**src/rtl/wb_pkg.sv**
```systemverilog
// Shared constants for the writeback unit: load funct3 codes, widths and the
// arbitration FSM encoding.
package wb_pkg;

    localparam int REG_IDX_W = 4;
    localparam int XLEN      = 32;
    localparam int NUM_REGS  = 1 << REG_IDX_W;

    localparam logic [2:0] F3_LB  = 3'b000;
    localparam logic [2:0] F3_LH  = 3'b001;
    localparam logic [2:0] F3_LW  = 3'b010;
    localparam logic [2:0] F3_LBU = 3'b100;
    localparam logic [2:0] F3_LHU = 3'b101;

    typedef enum logic [1:0] {
        ST_IDLE  = 2'd0,
        ST_HOLD  = 2'd1,
        ST_FORCE = 2'd2
    } wb_state_e;

endpackage

```
**src/rtl/writeback_unit_load_align.sv**
```systemverilog
// load_align: picks the addressed byte/halfword out of an aligned memory word
// and sign- or zero-extends it according to the load funct3.
module load_align
    import wb_pkg::*;
(
    input  logic [2:0]      i_funct3,
    input  logic [1:0]      i_addr_lo,
    input  logic [XLEN-1:0] i_data,
    output logic [XLEN-1:0] o_value
);

    logic [7:0]  w_byte;
    logic [15:0] w_half;

    always_comb begin
        case (i_addr_lo)
            2'd0:    w_byte = i_data[7:0];
            2'd1:    w_byte = i_data[15:8];
            2'd2:    w_byte = i_data[23:16];
            default: w_byte = i_data[31:24];
        endcase
        // Halfword selection ignores addr_lo[0]; misaligned halves are not split.
        w_half = i_addr_lo[1] ? i_data[31:16] : i_data[15:0];
    end

    always_comb begin
        case (i_funct3)
            F3_LB:   o_value = {{24{w_byte[7]}}, w_byte};
            F3_LH:   o_value = {{16{w_half[15]}}, w_half};
            F3_LBU:  o_value = {24'd0, w_byte};
            F3_LHU:  o_value = {16'd0, w_half};
            default: o_value = i_data;
        endcase
    end

endmodule

```
**src/rtl/writeback_unit.sv**
```systemverilog
// writeback_unit: arbitrates ALU results and held load data onto the register
// file write port and keeps the pending-destination scoreboard.
// Optional macro WB_BYPASS_EN adds forwarding outputs from the rf_* stage.
// Handshake: a transfer occurs on a rising edge where valid && ready; a
// producer whose valid is not accepted keeps valid and payload stable.
module writeback_unit
    import wb_pkg::*;
#(
    parameter int STARVE_LIMIT = 4
) (
    input  logic                 clk,
    input  logic                 reset,
    input  logic                 issue_valid,
    input  logic [REG_IDX_W-1:0] issue_rd,
    input  logic [REG_IDX_W-1:0] rs1,
    input  logic [REG_IDX_W-1:0] rs2,
    output logic                 hazard,
    input  logic                 alu_valid,
    output logic                 alu_ready,
    input  logic [REG_IDX_W-1:0] alu_rd,
    input  logic [XLEN-1:0]      alu_data,
    input  logic                 mem_valid,
    output logic                 mem_ready,
    input  logic [REG_IDX_W-1:0] mem_rd,
    input  logic [2:0]           mem_funct3,
    input  logic [1:0]           mem_addr_lo,
    input  logic [XLEN-1:0]      mem_data,
    output logic                 rf_we,
    output logic [REG_IDX_W-1:0] rf_rd,
    output logic [XLEN-1:0]      rf_write_data,
`ifdef WB_BYPASS_EN
    output logic                 fwd1_valid,
    output logic [XLEN-1:0]      fwd1_data,
    output logic                 fwd2_valid,
    output logic [XLEN-1:0]      fwd2_data,
`endif
    output logic [1:0]           o_dbg_state
);

    wb_state_e            r_state;
    logic [3:0]           r_starve_cnt;
    logic                 r_hold_valid;
    logic [REG_IDX_W-1:0] r_hold_rd;
    logic [XLEN-1:0]      r_hold_data;
    logic [NUM_REGS-1:0]  r_sb;
    logic                 r_rf_we;
    logic [REG_IDX_W-1:0] r_rf_rd;
    logic [XLEN-1:0]      r_rf_data;

    logic [XLEN-1:0]      w_ext;
    logic                 w_mem_fire;
    logic                 w_commit;
    logic                 w_load_commit;
    logic [REG_IDX_W-1:0] w_commit_rd;
    logic [XLEN-1:0]      w_commit_data;
    logic [NUM_REGS-1:0]  w_sb_next;
    logic [NUM_REGS-1:0]  w_pend;

    load_align u_load_align (
        .i_funct3  (mem_funct3),
        .i_addr_lo (mem_addr_lo),
        .i_data    (mem_data),
        .o_value   (w_ext)
    );

    assign w_mem_fire = mem_valid && !r_hold_valid;

    // Commit source: the held load wins when the ALU is idle or has starved it.
    always_comb begin
        w_commit      = 1'b0;
        w_load_commit = 1'b0;
        w_commit_rd   = alu_rd;
        w_commit_data = alu_data;
        case (r_state)
            ST_IDLE: w_commit = alu_valid;
            ST_HOLD: begin
                w_commit      = 1'b1;
                w_load_commit = !alu_valid;
            end
            ST_FORCE: begin
                w_commit      = 1'b1;
                w_load_commit = 1'b1;
            end
            default: w_commit = 1'b0;
        endcase
        if (w_load_commit) begin
            w_commit_rd   = r_hold_rd;
            w_commit_data = r_hold_data;
        end
    end

    // Clear first, then set, so an issue to the committing index stays pending.
    always_comb begin
        w_sb_next = r_sb;
        if (w_commit)
            w_sb_next[w_commit_rd] = 1'b0;
        if (issue_valid)
            w_sb_next[issue_rd] = 1'b1;
        w_sb_next[0] = 1'b0;
    end

    always_comb begin
        w_pend = r_sb;
`ifdef WB_BYPASS_EN
        if (r_rf_we)
            w_pend[r_rf_rd] = 1'b0;
`endif
        w_pend[0] = 1'b0;
    end

    always_ff @(posedge clk) begin
        if (reset) begin
            r_state      <= ST_IDLE;
            r_starve_cnt <= 4'd0;
            r_hold_valid <= 1'b0;
            r_hold_rd    <= '0;
            r_hold_data  <= '0;
            r_sb         <= '0;
            r_rf_we      <= 1'b0;
            r_rf_rd      <= '0;
            r_rf_data    <= '0;
        end else begin
            r_sb    <= w_sb_next;
            r_rf_we <= w_commit && (w_commit_rd != '0);
            if (w_commit) begin
                r_rf_rd   <= w_commit_rd;
                r_rf_data <= w_commit_data;
            end
            if (w_mem_fire) begin
                r_hold_valid <= 1'b1;
                r_hold_rd    <= mem_rd;
                r_hold_data  <= w_ext;
            end else if (w_load_commit) begin
                r_hold_valid <= 1'b0;
            end
            case (r_state)
                ST_IDLE: begin
                    if (w_mem_fire)
                        r_state <= ST_HOLD;
                end
                ST_HOLD: begin
                    if (!alu_valid) begin
                        r_state      <= ST_IDLE;
                        r_starve_cnt <= 4'd0;
                    end else begin
                        r_starve_cnt <= r_starve_cnt + 4'd1;
                        if (r_starve_cnt == 4'(STARVE_LIMIT - 1))
                            r_state <= ST_FORCE;
                    end
                end
                ST_FORCE: begin
                    r_state      <= ST_IDLE;
                    r_starve_cnt <= 4'd0;
                end
                default: r_state <= ST_IDLE;
            endcase
        end
    end

    assign alu_ready     = reset || (r_state != ST_FORCE);
    assign mem_ready     = reset || !r_hold_valid;
    assign hazard        = !reset && (w_pend[rs1] || w_pend[rs2] || w_pend[issue_rd]);
    assign rf_we         = r_rf_we;
    assign rf_rd         = r_rf_rd;
    assign rf_write_data = r_rf_data;
    assign o_dbg_state   = r_state;

`ifdef WB_BYPASS_EN
    assign fwd1_valid = r_rf_we && (r_rf_rd == rs1) && (rs1 != '0);
    assign fwd2_valid = r_rf_we && (r_rf_rd == rs2) && (rs2 != '0);
    assign fwd1_data  = r_rf_data;
    assign fwd2_data  = r_rf_data;
`endif

endmodule

```
**config.mk**
```make
export PLATFORM = sky130hd
export DESIGN_NAME = writeback_unit
export DESIGN_NICKNAME = d
export VERILOG_FILES = /design/src/rtl/wb_pkg.sv /design/src/rtl/writeback_unit_load_align.sv /design/src/rtl/writeback_unit.sv
export SDC_FILE = /design/constraint.sdc
export NUM_CORES = 1
export LEC_CHECK = 0
export CORE_MARGIN = 2
export CORE_UTILIZATION = 53
export DETAILED_ROUTE_END_ITERATION = 10
export PLACE_DENSITY = 0.87
export SYNTH_ARGS = -nofsm -noshare
export SYNTH_HDL_FRONTEND = slang
export SYNTH_SLANG_ARGS = --single-unit
export TNS_END_PERCENT = 20
```
**constraint.sdc**
```tcl
create_clock -name clk -period 4.1 [get_ports clk]
set_input_delay 0.615 -clock clk [delete_from_list [all_inputs] [get_ports clk]]
set_output_delay 0.615 -clock clk [all_outputs]
set_load 0.05 [all_outputs]
```
# After elaboration in Yosys (flattened, before gate mapping)
# Index checks and enable logic that the tools add are counted.
# word_totals
regBits,96
in_bits,94
output_inout_bits,42
# op_classes
add_sub_neg,1
order_cmp,6
eq_ne,11
muxes,27
bitwise,3
n_reduce_logical,20
# op_table
op,count
one-hot mux 32 bit (4 select lines),1
two-way mux 16 bit,3
two-way mux 32 bit,1
one-hot mux 8 bit (3 select lines),1
less-than comparator 4 x 5 -> 1 bit (second input constant),4
bitwise AND 16 bit,1
NOT 16 bit,1
bitwise OR 16 bit,1
binary-select mux 1 bit (select 4 bit),3
demux 1 bit (select 4 bit),2
greater-or-equal comparator 4 x 1 -> 1 bit (second input constant),2
two-way mux 4 bit,2
one-hot mux 4 bit (2 select lines),1
two-way mux 1 bit,7
== test 3 bit (second input constant),2
two-way mux 2 bit,3
logical AND 1 bit,5
adder 4 x 1 -> 4 bit (second input constant),1
== test 2 x 1 -> 1 bit (second input constant),2
== test 2 bit (second input constant),2
== test 4 x 2 -> 1 bit (second input constant),1
logical NOT 2 bit,2
logical OR 1 bit,4
inequality test 2 bit (second input constant),2
other kinds (10),14

# Longest topological paths before layout
# depth
ltp_word,12
mapped_depth,9
mapped_depth_nobuf,7

# Modules after synthesis
# Synthesis repeated with hierarchy kept, for this count alone.
# hier_totals
cells_unflattened,628
area_unflattened_um2,5154.9
# modules_own_cells
mod,instances,cells_per_inst,area_each_um2,seq_area_each_um2
writeback_unit,1,497,4431.8,1901.8
load_align,1,131,723.2,0.0

# Worst setup path before layout
# Ideal clock, no wire load.
# synth_timing
path_kind,input to output
startpoint,input issue_rd[0]
endpoint,output hazard
arrival_time_ns,2.131
required_time_ns,3.485
path_slack_ns,1.354
cell_stages,6
path_buffers,1
path_cell_list,buf_6 > mux4_1 > nor2b_1 > nor3_1 > a221oi_2 > a21oi_1
# synth_between
elab_chain_len,4
# synth_lines
item,line_no,rtl
"start, declared",writeback_unit.sv:14,"input logic [REG_IDX_W-1:0] issue_rd,"
binary-select mux 1 bit (select 4 bit),writeback_unit.sv:162,assign hazard = !reset && (w_pend[rs1] || w_pend[rs2] || w_pend[issue_rd]);
two-way mux 1 bit (not written as such),writeback_unit.sv:162,
logical OR 1 bit,writeback_unit.sv:162,
logical AND 1 bit,writeback_unit.sv:162,
"end, declared",writeback_unit.sv:17,"output logic hazard,"
# No other way between the ends. The select of a mux whose other input is x is not followed.

# Final worst setup path
# layout_timing
startpoint,input rs1[0]
endpoint,output hazard
# layout_between
elab_chain_len,5
# layout_lines
item,line_no,rtl
"start, declared",writeback_unit.sv:15,"input logic [REG_IDX_W-1:0] rs1,"
binary-select mux 1 bit (select 4 bit),writeback_unit.sv:162,
two-way mux 1 bit (not written as such),writeback_unit.sv:162,
logical OR 1 bit (2 in a row),writeback_unit.sv:162,
logical AND 1 bit,writeback_unit.sv:162,
# No other way between the ends. The select of a mux whose other input is x is not followed.

==> results_dict.tcl <==
set metrics [dict create \
    status "completed" \
    cp-end-kind "output port" \
    yosys.cell_types.count 40 \
    setup_viol 0 \
    drive_gt1_share_pct 9.36 \
    routed_via_density 5.83 \
    worst_pin_slew_ns 0.990 \
    io_buffers 135 \
    drv_slew 0 \
    period_share_pct 90.8 \
    synth_common_cells "dfxtp_1, nor2_1, nand2_1" \
    postCtsHoldBufs 0 \
    cts-resized-gates 0 \
    clk_pin_slew_ns 0.10 \
    wl_per_cell_um 17.0 \
    powerDensity_nw_per_um2 385 \
    cp_cell_sequence "clkdlybuf4s50_1 > mux4_2 > mux2_2 > a221oi_2 > a21oi_1 > clkdlybuf4s50_1" \
    clkPwrFrac_pct 25.3 \
    postCtsSetupBuffers 0 \
    critPathMaxFanout 5 \
    rows 35 \
    coreArea_um2 9240 \
    max_freq_ghz 0.269 \
    synth_ff_type "dfxtp_1" \
    post-route-util_pct 71.3 \
    total_leakage_power_uw 0.00266 \
    syn_area_um2 5040 \
    finalHoldViolations 0 \
    synth_top_area_cell "dfxtp_1" \
    antenna_found_initial 0 \
    h-tree-depth 3 \
    start_util_pct 54.5 \
    antenna_left 0 \
    drt_iter0_drc 231 \
    syn_nets 672 \
    drtPass1Iterations 4 \
    crit_buf_inv 2 \
    die_area_um2 10300 \
    final.setup_skew_ns 0.00942 \
    syn_inst 572 \
    fin_nets 779 \
    synth_edf_count 0 \
    maxCapViolations 0 \
    required_ns 3.48 \
    grt_pass1_vias 4607 \
    cts_sinks 95 \
    gp_congestion 0.930 \
    cts_root_buffer "clkbuf_8" \
    relSlewSlack_pct 34.0 \
    cts_buffers 9 \
    ys_warn_count 0 \
    grt_start_max_net_pins 73 \
    worstSetupStartpointType "input port" \
    cts_tree "built" \
    critPathArrivalTime_ns 3.11 \
    cp_slowest_stage_delay_ns 0.73 \
    clk_latency_ns 0.36 \
    vias 4738 \
    cpLargestDelayFamily "buffers and inverters" \
    switching_share_pct 36.0 \
    worst-setup-path-type "in -> out" \
    crit_top_cell "clkdlybuf4s50_1" \
    fin_area_um2 6590 \
    irDropWorstVdd_v 0.000305 \
    pwr-share-comb_pct 32.4 \
    async_reset_ff_share_pct 0 \
    slowest_stage "clkdlybuf4s50_1" \
    synth_top_area_share_pct 37.8 \
    placed_cells 797 \
    grt_usage_pct 27.1 \
    internal_power_uw 1620 \
    grt_pass1_wl_um 22400 \
    rsz0062_at_grt "no" \
    overflow 0 \
    worstHoldPathType "reg -> reg" \
    fillers 723 \
    wl_um 13900 \
    cts_buffer_depth 2 \
    dpl_cell_area_um2 6390 \
    io_pins 136 \
    antenna_cells 0 \
    die_w_um 101 \
    p_sw_uw 913 \
    ys_ff_latch 95 \
    final.min_clock_period_ns 3.72 \
    synth_most_common_cell "dfxtp_1" \
    ys_seq_area_share_pct 37.8 \
    area_delta_synth_final_pct 30.9 \
    drc_errors 0 \
    synth_area_leaders "dfxtp_1, mux2i_1, a211oi_1" \
    fp.dieH_um 101 \
    dp_hpwl_um 10200 \
    p_seq_share_pct 42.3 \
    fin_tns_setup_ns 0 \
    avgSynthCellArea_um2 8.80 \
    layoutNonFillerInstCount 813 \
]
flip-flops by register name, summed over array words and instances, names as in the netlist:
register	count
r_sb	15
rf_write_data	32
rf_we	1
r_hold_valid	1
o_dbg_state	2
rf_rd	4
r_starve_cnt	4
r_hold_data	32
r_hold_rd	4
cells by family (layout without fill, tap and decap cells):
kind of cell / after synthesis / in the layout / synth area share (%)
AND/OR/NAND/NOR: 201 / 201 / 17.2
AO/OA/AOI/OAI: 149 / 149 / 22.4
flip-flops: 95 / 95 / 37.8
multiplexers: 64 / 64 / 15.7
buffers and inverters: 56 / 168 / 5.34
adder cells (fa/ha/maj): 6 / 6 / 1.49
XOR/XNOR: 1 / 1 / 0.174
path summary, 6_finish.rpt:
kind             startpoint              to  slack (ns)  cells past startpoint
max                  rs1[0]          hazard        0.38                      6
max reg2reg  o_dbg_state[1]         r_sb[2]        1.61                      8
min          r_hold_data[2]  r_hold_data[2]        0.46                      2
min reg2reg  r_hold_data[2]  r_hold_data[2]        0.46                      2
worst reg2reg max path, delay by kind of cell, from the launching register on:
family,cells,cell delay [ns]
simple gates,1,0.15
buf+inv,2,0.52
flops,1,0.42
compound gates,3,0.66
fa+ha+maj,1,0.20
mux,1,0.47
per-layer routing:
metal | global-route usage [%] | up-vias | wire length, um
li1 | - | 2297 | -
met1 | 35.7 | 2244 | 5940
met2 | 43.1 | 176 | 6590
met3 | 7.52 | 21 | 1080
met4 | 9.15 | 0 | 246
met5 | 0 | - | 0
final cells by class:
class                   count  area (um2)  area share [%]
clock inverters             7        80.1            1.21
well taps                 129         161            2.45
multi-input cells         421        2890            43.8
repair buffers            142        1400            21.3
clock buffers               9         124            1.88
inverters                  10        37.5           0.569
flip-flops and latches     95        1900            28.8
placed cells by master (no fill, tap or decap), types with 9 or more instances in the layout:
cell type	Yosys	layout
a21oi_1	39	39
mux2_2	10	10
inv_1	10	10
nor2b_1	16	15
dfxtp_1	95	95
a211oi_2	10	10
clkbuf_8	0	9
nor3_1	10	10
clkdlybuf4s50_1	0	134
nand2_1	70	70
nor2_1	82	81
o31ai_1	15	15
mux2i_1	44	44
a211oi_1	45	45
stage by stage:
step,power (uW),setup WS [ns],hold WS [ns]
2_1_floorplan,1620,1.35,0.431
3_3_place_gp,1890,0.426,0.440
3_5_place_dp,1910,0.360,0.448
4_1_cts,2550,0.360,0.462
5_1_grt,2650,0.277,0.489
6_report,2540,0.379,0.460
power by group through the flow:
stage / logic [uW] / clock network [uW] / registers, uW
finish: 821 / 641 / 1070
CTS: 822 / 650 / 1070
detailed placement: 818 / 0 / 1100
global route: 883 / 684 / 1080
global placement: 803 / 0 / 1090
floorplan: 328 / 0 / 1290
Note: power is estimated with default switching activity, not from simulation.
